<file path="src/rtl/hilo_pkg.sv">
// Shared types and helpers for the HI/LO register unit.
package hilo_pkg;

    localparam int unsigned HL_WIDTH = 32;
    localparam int unsigned HL_OP_W  = 3;

    // EX-stage HI/LO operation class
    typedef enum logic [HL_OP_W-1:0] {
        HL_NONE = 3'd0,
        HL_MD   = 3'd1,
        HL_MTHI = 3'd2,
        HL_MTLO = 3'd3,
        HL_MFHI = 3'd4,
        HL_MFLO = 3'd5
    } hl_op_t;

    // Pending-result tracker state
    typedef enum logic [1:0] {
        IDLE   = 2'd0,
        BUSY   = 2'd1,
        CANCEL = 2'd2
    } hl_state_t;

    // HI/LO pair produced by a mul/div commit
    typedef struct packed {
        logic [HL_WIDTH-1:0] hi;
        logic [HL_WIDTH-1:0] lo;
    } hl_pair_t;

    // Map the ALU's 64-bit output onto HI/LO: mult = {hi,lo}, div = {quotient,remainder}
    function automatic hl_pair_t hl_split(input logic [2*HL_WIDTH-1:0] hilo, input logic is_div);
        hl_pair_t p;
        if (is_div) begin
            p.hi = hilo[HL_WIDTH-1:0];
            p.lo = hilo[2*HL_WIDTH-1:HL_WIDTH];
        end else begin
            p.hi = hilo[2*HL_WIDTH-1:HL_WIDTH];
            p.lo = hilo[HL_WIDTH-1:0];
        end
        return p;
    endfunction

    // True for every op that reads or writes HI/LO or launches a mul/div
    function automatic logic hl_uses_hilo(input hl_op_t op);
        return (op == HL_MD) || (op == HL_MTHI) || (op == HL_MTLO) ||
               (op == HL_MFHI) || (op == HL_MFLO);
    endfunction

endpackage

</file>
<file path="src/rtl/hilo_unit.sv">
// HI/LO architectural registers with mul/div result tracking, MT*/MF* execution and hazard stalls.
module hilo_unit
    import hilo_pkg::*;
#(
    parameter int unsigned WIDTH  = HL_WIDTH,
    parameter bit          FWD_EN = 1'b1
) (
    input  logic               clk,
    input  logic               rst,
    input  logic               ex_valid,
    input  logic [2:0]         hl_op,
    input  logic               md_is_div,
    input  logic               md_start,
    input  logic               md_done,
    input  logic [2*WIDTH-1:0] md_hilo,
    input  logic [WIDTH-1:0]   wdata,
    input  logic               flush,
    output logic [WIDTH-1:0]   rdata,
    output logic [WIDTH-1:0]   hi,
    output logic [WIDTH-1:0]   lo,
    output logic               stall_req,
    output logic               busy
);

    hl_state_t        state_q, state_d;
    logic             pend_div_q, pend_div_d;
    logic [WIDTH-1:0] hi_q, hi_d;
    logic [WIDTH-1:0] lo_q, lo_d;

    hl_op_t   op;
    logic     uses_hilo;
    logic     is_mf;
    logic     act;
    logic     fwd;
    hl_pair_t commit;

    // Decode the EX op and form the value a done cycle would commit
    always_comb begin
        op        = hl_op_t'(hl_op);
        uses_hilo = ex_valid & hl_uses_hilo(op);
        is_mf     = (op == HL_MFHI) || (op == HL_MFLO);
        commit    = hl_split(md_hilo, pend_div_q);
        fwd       = FWD_EN && (state_q == BUSY) && md_done && !flush;
    end

    // Stall any HI/LO user while a result is outstanding; forwarded MF* in the done cycle may proceed
    always_comb begin
        stall_req = 1'b0;
        case (state_q)
            IDLE:    stall_req = 1'b0;
            BUSY:    stall_req = uses_hilo & ~(FWD_EN & md_done & is_mf);
            CANCEL:  stall_req = uses_hilo;
            default: stall_req = 1'b0;
        endcase
    end

    // An instruction only takes effect when valid, not flushed and not held
    always_comb begin
        act = ex_valid & ~flush & ~stall_req;
    end

    // Next-state, launch tracking, commit and MT* writes
    always_comb begin
        state_d    = state_q;
        pend_div_d = pend_div_q;
        hi_d       = hi_q;
        lo_d       = lo_q;
        case (state_q)
            IDLE: begin
                if (act && (op == HL_MD) && md_start) begin
                    state_d    = BUSY;
                    pend_div_d = md_is_div;
                end
                if (act && (op == HL_MTHI)) begin
                    hi_d = wdata;
                end
                if (act && (op == HL_MTLO)) begin
                    lo_d = wdata;
                end
            end
            BUSY: begin
                if (md_done) begin
                    state_d = IDLE;
                    if (!flush) begin
                        hi_d = commit.hi;
                        lo_d = commit.lo;
                    end
                end else if (flush) begin
                    state_d = CANCEL;
                end
            end
            CANCEL: begin
                // The orphan result is dropped when it finally arrives
                if (md_done) begin
                    state_d = IDLE;
                end
            end
            default: begin
                state_d = IDLE;
            end
        endcase
    end

    // MF* read path, bypassing the committing value when forwarding applies
    always_comb begin
        rdata = '0;
        case (op)
            HL_MFHI: rdata = fwd ? commit.hi : hi_q;
            HL_MFLO: rdata = fwd ? commit.lo : lo_q;
            default: rdata = '0;
        endcase
    end

    // State and HI/LO registers
    always_ff @(posedge clk or negedge rst) begin
        if (!rst) begin
            state_q    <= IDLE;
            pend_div_q <= 1'b0;
            hi_q       <= '0;
            lo_q       <= '0;
        end else begin
            state_q    <= state_d;
            pend_div_q <= pend_div_d;
            hi_q       <= hi_d;
            lo_q       <= lo_d;
        end
    end

    // Debug/trace views of the architectural state
    always_comb begin
        hi   = hi_q;
        lo   = lo_q;
        busy = (state_q != IDLE);
    end

endmodule

</file>
<file path="config.mk">
export PLATFORM = sky130hd
export DESIGN_NAME = hilo_unit
export DESIGN_NICKNAME = d
export VERILOG_FILES = /design/src/rtl/hilo_pkg.sv /design/src/rtl/hilo_unit.sv
export SDC_FILE = /design/constraint.sdc
export NUM_CORES = 1
export LEC_CHECK = 0
export CAP_MARGIN = 20
export CORE_ASPECT_RATIO = 0.7
export CORE_UTILIZATION = 47
export CTS_CLUSTER_DIAMETER = 150
export CTS_CLUSTER_SIZE = 25
export DETAILED_ROUTE_END_ITERATION = 6
export PLACE_DENSITY = 0.95
export SETUP_SLACK_MARGIN = 0.4
export SYNTH_ARGS = -nofsm -noshare
export SYNTH_HDL_FRONTEND = slang
export SYNTH_SLANG_ARGS = --single-unit
</file>
<file path="constraint.sdc">
create_clock -name clk -period 3.6 [get_ports clk]
set_input_delay 0.9 -clock clk [delete_from_list [all_inputs] [get_ports clk]]
set_output_delay 0.9 -clock clk [all_outputs]
set_load 0.05 [all_outputs]
</file>
==> reports/summary.txt, run 1 <==
vias in the first global route: 5548
initial antenna violation count: 0
Initial DRC Count: 409
port bufs: 203
Setup TNS: 0 ps
CTS tree: yes
total number of vias: 5568
main combinational cell family by area after synthesis: multiplexers
CP Max Fanout: 9
first-pass GRT wire length: 30200 um
total grt overflow: 0
Reg power frac: 0.194
Final nets: 842
max-slew violation count: 0
CTS Hold Bufs: 0
Clk Latency, worst-skew pair: 330 ps
startpoint types: input port
Mean Syn Cell Area: 9.07 um2
leakage power: 3.44 nW
Peak Freq: 0.312 GHz
Compound-Gate Fraction of Synth Area: 0.194
post-synthesis xor/xnor area fraction: 0
Post-Synth Simple-Gate Area: 0.0919
post-synth top area share: 0.349
Ys Warns: 0
DR WL/cell: 25.3 um
Vias/cell: 6.43
Largest stage delay, worst path: 280 ps
Final ANT Viol Nets: 0
maximum VDD drop: 0.675 mV
Horiz. Die Dim: 123 um
Post-route DRC: 0
most frequent cell on the critical path: buf_12
Root Driver: clkbuf_16
hold crit path type: flop to flop
WS Path Type: input port to output pin
gpl congestion: 0.839
Post-synth EDFFs: 0
Setup violations, final: 0
Post-Synth Adder-Cell Area: 0.00781
Tmin final: 3210 ps
Gate power share: 0.701
cell taking the most area after synthesis: dfrtp_1
reported net switching power: 4.25 mW
largest cells by area after synthesis: dfrtp_1 35%, a21oi_1 14%, mux2i_1 14%, mux2_4 9.4%, nor2_1 7.6%
worst clock skew: 4.91 ps
Cells after Synth: 530
Clock power frac: 0.105
Rows: 30
Pint: 4.09 mW
post-synthesis mux area share: 0.311
most common cell in the netlist: a21oi_1
Power Density: 951 nW/um2
most common library cells after synthesis: 130 x a21oi_1, 97 x nor2_1, 67 x dfrtp_1, 65 x mux2i_1, 32 x o22ai_1
DIE AREA: 10600 um2
P&R area growth vs syn: 82.5%
layout cells sized above 1: 0.335
initial core utilization: 0.491
Async SR Flop Fraction: 1.00
total track usage: 0.381
RSZ-0062 raised after global routing: no
Worst-path clk slew: 50 ps
largest net degree at the start of global routing: 100
Tcrit/Tclk final: 0.890
Sw Share: 0.509
critical path cell sequence: clkbuf_2 > nand3b_1 > buf_12 > buf_16 > nor2_1 > a21oi_1 > o22ai_4 > buf_12
max_cap viols: 0
total CTS buffers: 9
drt first pass iters: 5
element type at the critical path end: output pin
H-tree depth: 3
register area share after synthesis: 0.349
CTS Sinks: 67
Worst Path Required: 2700 ps
core outline area: 9800 um2
Rel. slew slack: 0.272
Mapped Nets: 639
status: complete, no violations
antenna cells: 0
num ports: 204
clk buf depth: 2
overall routed net length: 22000 um
die height: 86.6 um
slowest CP cell: nand3b_1
Yosys cell types: 33
Filler Cell Count: 417
Final Hold Vio Count: 0
Worst Tran Pin Value: 1090 ps
ys flop type: dfrtp_1
Final HPWL DP: 11300 um
synthesized cell area: 4810 um2
crit path DAT: 2310 ps
#FFs+latches synth: 67
Design Power: 8.34 mW
-- layer usage --
metal / up-vias / track usage / wire, um
met5: - / 0 / 0
met4: 0 / 0.195 / 1020
met3: 84 / 0.120 / 1990
met2: 381 / 0.646 / 10700
met1: 2765 / 0.434 / 8200
li1: 2338 / - / -
-- cells by family (layout without fill, tap and decap cells) --
kind of cell	Yosys count	count (layout)
buffers and inverters	50	258
DFF	67	67
adders and majority gates	3	3
muxes	130	130
AOI/OAI and AO/OA	171	171
and+or+nand+nor	109	109
-- flip-flops by register name (all words and copies together), names as in the netlist --
signal / count
hi: 32
state_q: 2
lo: 32
pend_div_q: 1
-- what timing repair did --
item                                   CTS  global route
resized for setup                      107            53
gates cloned                             8             5
pin swaps                                6             6
buffers inserted                         4             1
endpoints found under the hold margin    0             0
setup endpoints to repair               32            32
-- placed cells by master, fill, tap and decap left out, types with 2 or more instances in the layout --
master and count:
nor2_2 23, a21oi_1 79, mux2_4 30, mux2_2 10, ha_1 2, nand2b_1 3, clkbuf_16 13, o22ai_2 4
nand3b_1 2, buf_6 2, mux2i_1 65, nor2_1 65, dlygate4sd2_1 2, clkdlybuf4s50_1 164, a21oi_2 51, clkinv_2 3
buf_16 10, buf_12 40, nor2_4 9, dfrtp_1 66, buf_4 11, inv_1 4, clkbuf_2 3, o22ai_4 28
mux2_1 25
-- worst paths after layout --
path                                 start        end  slack (ps)  cells after the start
worst max-delay path                 flush  rdata[17]         390                      8
min in group asynchronous              rst      hi[5]         650                      1
worst min-delay path                lo[26]     lo[26]         540                      1
worst min register to register      lo[26]     lo[26]         540                      1
max in group asynchronous              rst     hi[10]        2000                      2
worst max register to register  state_q[1]      hi[3]         860                      7
-- power groups by stage --
stage	sequential (mW)	clock, mW	combinational [mW]
detailed placement	1.55	0	5.11
finish	1.62	0.877	5.84
global route	1.65	0.912	6.06
global placement	1.51	0	4.98
CTS	1.59	0.870	5.54
floorplan	2.72	0	2.23
-- through the flow --
step	instance area [um2]	hold WS (ps)	utilization	setup WS (ps)	instances
final	8770	538	0.896	395	866
after floorplan	4930	532	-	211	530
after detailed placement	7460	514	0.762	56.8	832
after global routing	8770	546	0.896	362	866
after CTS	8490	534	0.867	353	860
after global placement	7460	496	0.762	95.6	832
-- worst max-delay path, delay by kind of cell --
| kind | cells | cell delay, ps |
|---|---|---|
| buffers and inverters | 4 | 680 |
| AOI/OAI and AO/OA | 2 | 280 |
| and+or+nand+nor | 2 | 430 |
-- layout make-up --
cell class	instances	area (um2)	area share
multi-input cells	413	3660	0.417
repair buffers	237	2960	0.337
flip-flops and latches	67	1680	0.192
clock buffers	11	243	0.0277
well taps	128	160	0.0183
clock inverters	5	52.6	0.00599
inverters	5	18.8	0.00214
No activity file was read; power rests on OpenSTA's default activity.
==> run 2: changes to the inputs <==
--- a/config.mk
+++ b/config.mk
@@ -7,6 +7,7 @@
 export LEC_CHECK = 0
 export CAP_MARGIN = 20
 export CORE_ASPECT_RATIO = 0.7
+export CORE_MARGIN = 1
 export CORE_UTILIZATION = 47
 export CTS_CLUSTER_DIAMETER = 150
 export CTS_CLUSTER_SIZE = 25
==> constraint.sdc (replaced) <==
create_clock -name clk -period 3.6 [get_ports clk]
set_input_delay 0.72 -clock clk [delete_from_list [all_inputs] [get_ports clk]]
set_output_delay 0.72 -clock clk [all_outputs]
set_load 0.1 [all_outputs]
==> run 2 against run 1 <==
Effect of this change:
- sequential share of layout area rose by 2.1 points
- global-route usage is 5.7 points lower
- worst setup slack better by 16 ps
- clock-buffer cell count unchanged
- fmax rose by 0.50%
- via count shrank 7.0%
- critical endpoint is now rdata[16]
==> reports/summary.txt, run 2 (synthesis results as in run 1) <==
status: complete, no violations
overall routed net length: 17200 um
DIE AREA: 10600 um2
Rows: 30
worst clock skew: 3.39 ps
CTS Sinks: 67
element type at the critical path end: output pin
WS Path Type: input port to output pin
DR WL/cell: 20.2 um
met3 usage: 0.0737
initial core utilization: 0.491
initial antenna violation count: 0
global route hottest layer: met2
largest net degree at the start of global routing: 77
Clk Latency, worst-skew pair: 330 ps
startpoint types: input port
Rel. slew slack: 0.316
first-pass GRT wire length: 26600 um
H-tree depth: 3
gpl congestion: 0.887
total number of vias: 5177
max_cap viols: 0
max-slew violation count: 0
Vias/cell: 6.09
P&R area growth vs syn: 64.6%
Post-Place Worst Slack: 213 ps
Initial DRC Count: 260
RSZ-0062 raised after global routing: no
Setup TNS: 0 ps
commonest non-fill, non-tap cell in the layout: clkdlybuf4s50_1
CP Max Fanout: 21
commonest non-fill, non-tap cells in the layout: 164 x clkdlybuf4s50_1, 129 x a21oi_1, 97 x nor2_1
CTS Hold Bufs: 0
Worst Path Required: 2880 ps
vias in the first global route: 5397
num ports: 204
total grt overflow: 0
PnR worst setup slack: 411 ps
Final ANT Viol Nets: 0
total track usage: 0.325
Peak Freq: 0.314 GHz
Worst-path clk slew: 50 ps
Setup violations, final: 0
CTS tree: yes
layout cells sized above 1: 0.204
M2 GR Usage: 0.584
total CTS buffers: 9
Tcrit/Tclk final: 0.886
clk buf depth: 2
antenna cells: 0
Worst Tran Pin Value: 1020 ps
crit path DAT: 2470 ps
Root Driver: clkbuf_16
met1 usage: 0.368
Post-route DRC: 0
Tmin final: 3190 ps
port bufs: 203
Final Hold Vio Count: 0
die height: 86.6 um
hold crit path type: input port to asynchronous set/reset pin
core outline area: 9800 um2
drt first pass iters: 5
Final nets: 826
Final HPWL DP: 12000 um
Horiz. Die Dim: 123 um
-- run 2: stage by stage --
step / hold WS [ps] / utilization / std cells / area, um2
finish: 506 / 0.808 / 850 / 7910
global route: 534 / 0.808 / 850 / 7910
CTS: 522 / 0.804 / 849 / 7880
detailed placement: 509 / 0.765 / 830 / 7500
global placement: 501 / 0.762 / 829 / 7470
floorplan: 424 / - / 530 / 4990
-- run 2: per-layer routing --
layer  wire [um]  part of all wire
met4         447             0.026
met5           0                 0
met1        6520              0.38
met3        1390             0.080
met2        8860              0.51
-- run 2: worst max-delay path, stage by stage --
cell and delay [ps]:
clkdlybuf4s50_1 540, or3_2 490, buf_6 220, o22ai_2 260, buf_12 200
-- run 2: cell type report --
type,count,area [um2]
multi-input cells,413,3160
fillers,586,1880
clock inverters,5,52.6
flip-flops and latches,67,1680
repair buffers,221,2600
well taps,128,160
clock buffers,11,243
inverters,5,18.8
-- run 2: worst paths after layout --
check | from | end | slack (ps) | cells after the start
min reg2reg | lo[4] | lo[4] | 520 | 1
min | rst | hi[2] | 510 | 1
max in group asynchronous | rst | lo[22] | 2280 | 2
max | hl_op[0] | rdata[16] | 410 | 5
max reg2reg | state_q[0] | lo[21] | 880 | 7
min in group clk | lo[4] | lo[4] | 520 | 1
-- run 2: timing repair --
| item | 4_1_cts | 5_1_grt |
|---|---|---|
| gates cloned | 1 | 0 |
| buffers inserted | 2 | 1 |
| pin swaps | 0 | 1 |
| setup endpoints to repair | 32 | 32 |
| resized for setup | 8 | 5 |
Power of run 2 is left out: the tool's default activity adds up to more than one toggle a clock period on the data nets, which glitch-free logic cannot reach.
==> run 3: changes to the inputs <==
--- a/config.mk
+++ b/config.mk
@@ -8,7 +8,7 @@
 export CAP_MARGIN = 20
 export CORE_ASPECT_RATIO = 0.7
 export CORE_MARGIN = 1
-export CORE_UTILIZATION = 47
+export CORE_UTILIZATION = 44
 export CTS_CLUSTER_DIAMETER = 150
 export CTS_CLUSTER_SIZE = 25
 export DETAILED_ROUTE_END_ITERATION = 6
==> constraint.sdc (replaced) <==
create_clock -name clk -period 3.3 [get_ports clk]
set_input_delay 0.66 -clock clk [delete_from_list [all_inputs] [get_ports clk]]
set_output_delay 0.66 -clock clk [all_outputs]
set_load 0.1 [all_outputs]
==> run 3 against run 2 <==
Effect of this change:
- worst setup slack lost 12 ps
- via count grew 2.1%
- die area is 6.7% higher
- core utilization decreased by 2.7 points
- global-route usage shrank 0.91 points
- critical path depth rose by 2
- sequential share of layout area shrank 0.69 points
- register-to-register slack worse by 200 ps
- routed wire length is 9.3% higher
- first-iteration DRC count up 13%
- critical endpoint is now rdata[22]
- highest routed layer unchanged
==> reports/summary.txt, run 3 (synthesis results as in run 1) <==
status: complete, no violations
port bufs: 203
initial antenna violation count: 0
max-slew violation count: 0
hold crit path type: input port to asynchronous set/reset pin
slowest CP cell: clkdlybuf4s50_1
Vias/cell: 6.11
CP Buf/Inv Count: 5
CTS tree: yes
critical path cell sequence: clkdlybuf4s50_1 > buf_4 > nand3b_1 > buf_4 > clkbuf_16 > o22ai_2 > buf_12
first-pass GRT wire length: 27300 um
drt first pass iters: 5
Tcrit/Tclk final: 0.879
reg2reg end: hi[28]
commonest non-fill, non-tap cell in the layout: a21oi_1
clk buf depth: 2
overall routed net length: 18800 um
Critical path origin: hl_op[1]
Tmin final: 2900 ps
worst clock skew: 5.63 ps
Final HPWL DP: 11900 um
R2R cell count: 7
DIE AREA: 11400 um2
die height: 89.5 um
Final ANT Viol Nets: 0
final core utilization: 0.781
Multi-input gate area: 3380 um2
CTS Hold Bufs: 0
startpoint types: input port
commonest non-fill, non-tap cells in the layout: 115 x a21oi_1, 100 x clkdlybuf4s50_1, 90 x nor2_1
antenna cells: 0
vias in the first global route: 5331
total grt overflow: 0
Worst-path clk slew: 60 ps
FF+latch area: 1680 um2
r2r setup slk: 680 ps
initial core utilization: 0.459
Rel. slew slack: 0.407
Clk Latency, worst-skew pair: 330 ps
num ports: 204
RSZ-0062 raised after global routing: yes
Root Driver: clkbuf_16
Peak Freq: 0.345 GHz
Setup violations, final: 0
total number of vias: 5288
RR Startpoint: state_q[1]
total CTS buffers: 9
H-tree depth: 3
DR WL/cell: 21.7 um
Largest stage delay, worst path: 440 ps
Worst Tran Pin Value: 890 ps
Horiz. Die Dim: 127 um
Final nets: 837
Worst Path Required: 2640 ps
largest net degree at the start of global routing: 53
gpl congestion: 0.862
total track usage: 0.316
max_cap viols: 0
P&R area growth vs syn: 70.2%
element type at the critical path end: output pin
CTS Sinks: 67
Rows: 31
Worst path depth: 7
Final Hold Vio Count: 0
WS Path Type: input port to output pin
CP Max Fanout: 8
Filler Cell Count: 626
crit path DAT: 2240 ps
Critical Path End: rdata[22]
core outline area: 10500 um2
Initial DRC Count: 293
most frequent cell on the critical path: buf_4
layout cells sized above 1: 0.334
Post-route DRC: 0
delay-heaviest family, CP: buffers and inverters
==> run 3: cell types whose count changed in the layout (fill, tap and decap cells not counted), moves of 14 or more <==
cell	change
o22ai_2	-17
o22ai_4	+18
a21oi_1	-14
a21oi_2	+14
buf_4	+67
clkdlybuf4s50_1	-64
==> run 3: worst min-delay path by stage <==
stage	end	depth (start not counted)	slack [ps]
CTS	lo[21]	1	480
detailed placement	lo[26]	1	510
global route	lo[21]	1	510
floorplan	hi[0]	0	360
finish	lo[21]	1	460
global placement	lo[14]	1	500
==> run 3: what timing repair did <==
| item | in CTS | in global routing |
|---|---|---|
| buffers inserted | 1 | 8 |
| setup endpoints to repair | 32 | 25 |
| cloned | 4 | 3 |
| pin swaps | 4 | 7 |
| resized for setup | 36 | 27 |
==> run 3: routing by layer <==
metal / up-vias / part of all wire / global-route usage
met1: 2630 / 0.39 / 0.372
met3: 56 / 0.074 / 0.0808
met4: 0 / 0.030 / 0.137
met2: 281 / 0.50 / 0.556
met5: - / 0 / 0
li1: 2321 / - / -
==> run 3: metrics by stage <==
stage,hold slack [ps],area [um2],setup WS [ps],instances,TNS [ps]
CTS,475,7970,384,854,0
floorplan,364,5020,-392,530,-5410
detailed placement,510,7370,134,833,0
finish,456,8180,399,865,0
global placement,496,7370,202,833,0
global route,512,8180,373,865,0
==> run 3: layout make-up <==
| class | instances | area share |
|---|---|---|
| multi-input cells | 413 | 0.413 |
| repair buffers | 232 | 0.320 |
| flip-flops and latches | 67 | 0.205 |
| clock buffers | 10 | 0.0280 |
| well taps | 132 | 0.0202 |
| clock inverters | 6 | 0.0110 |
| inverters | 5 | 0.00229 |
Power of run 3 is left out for the same reason.
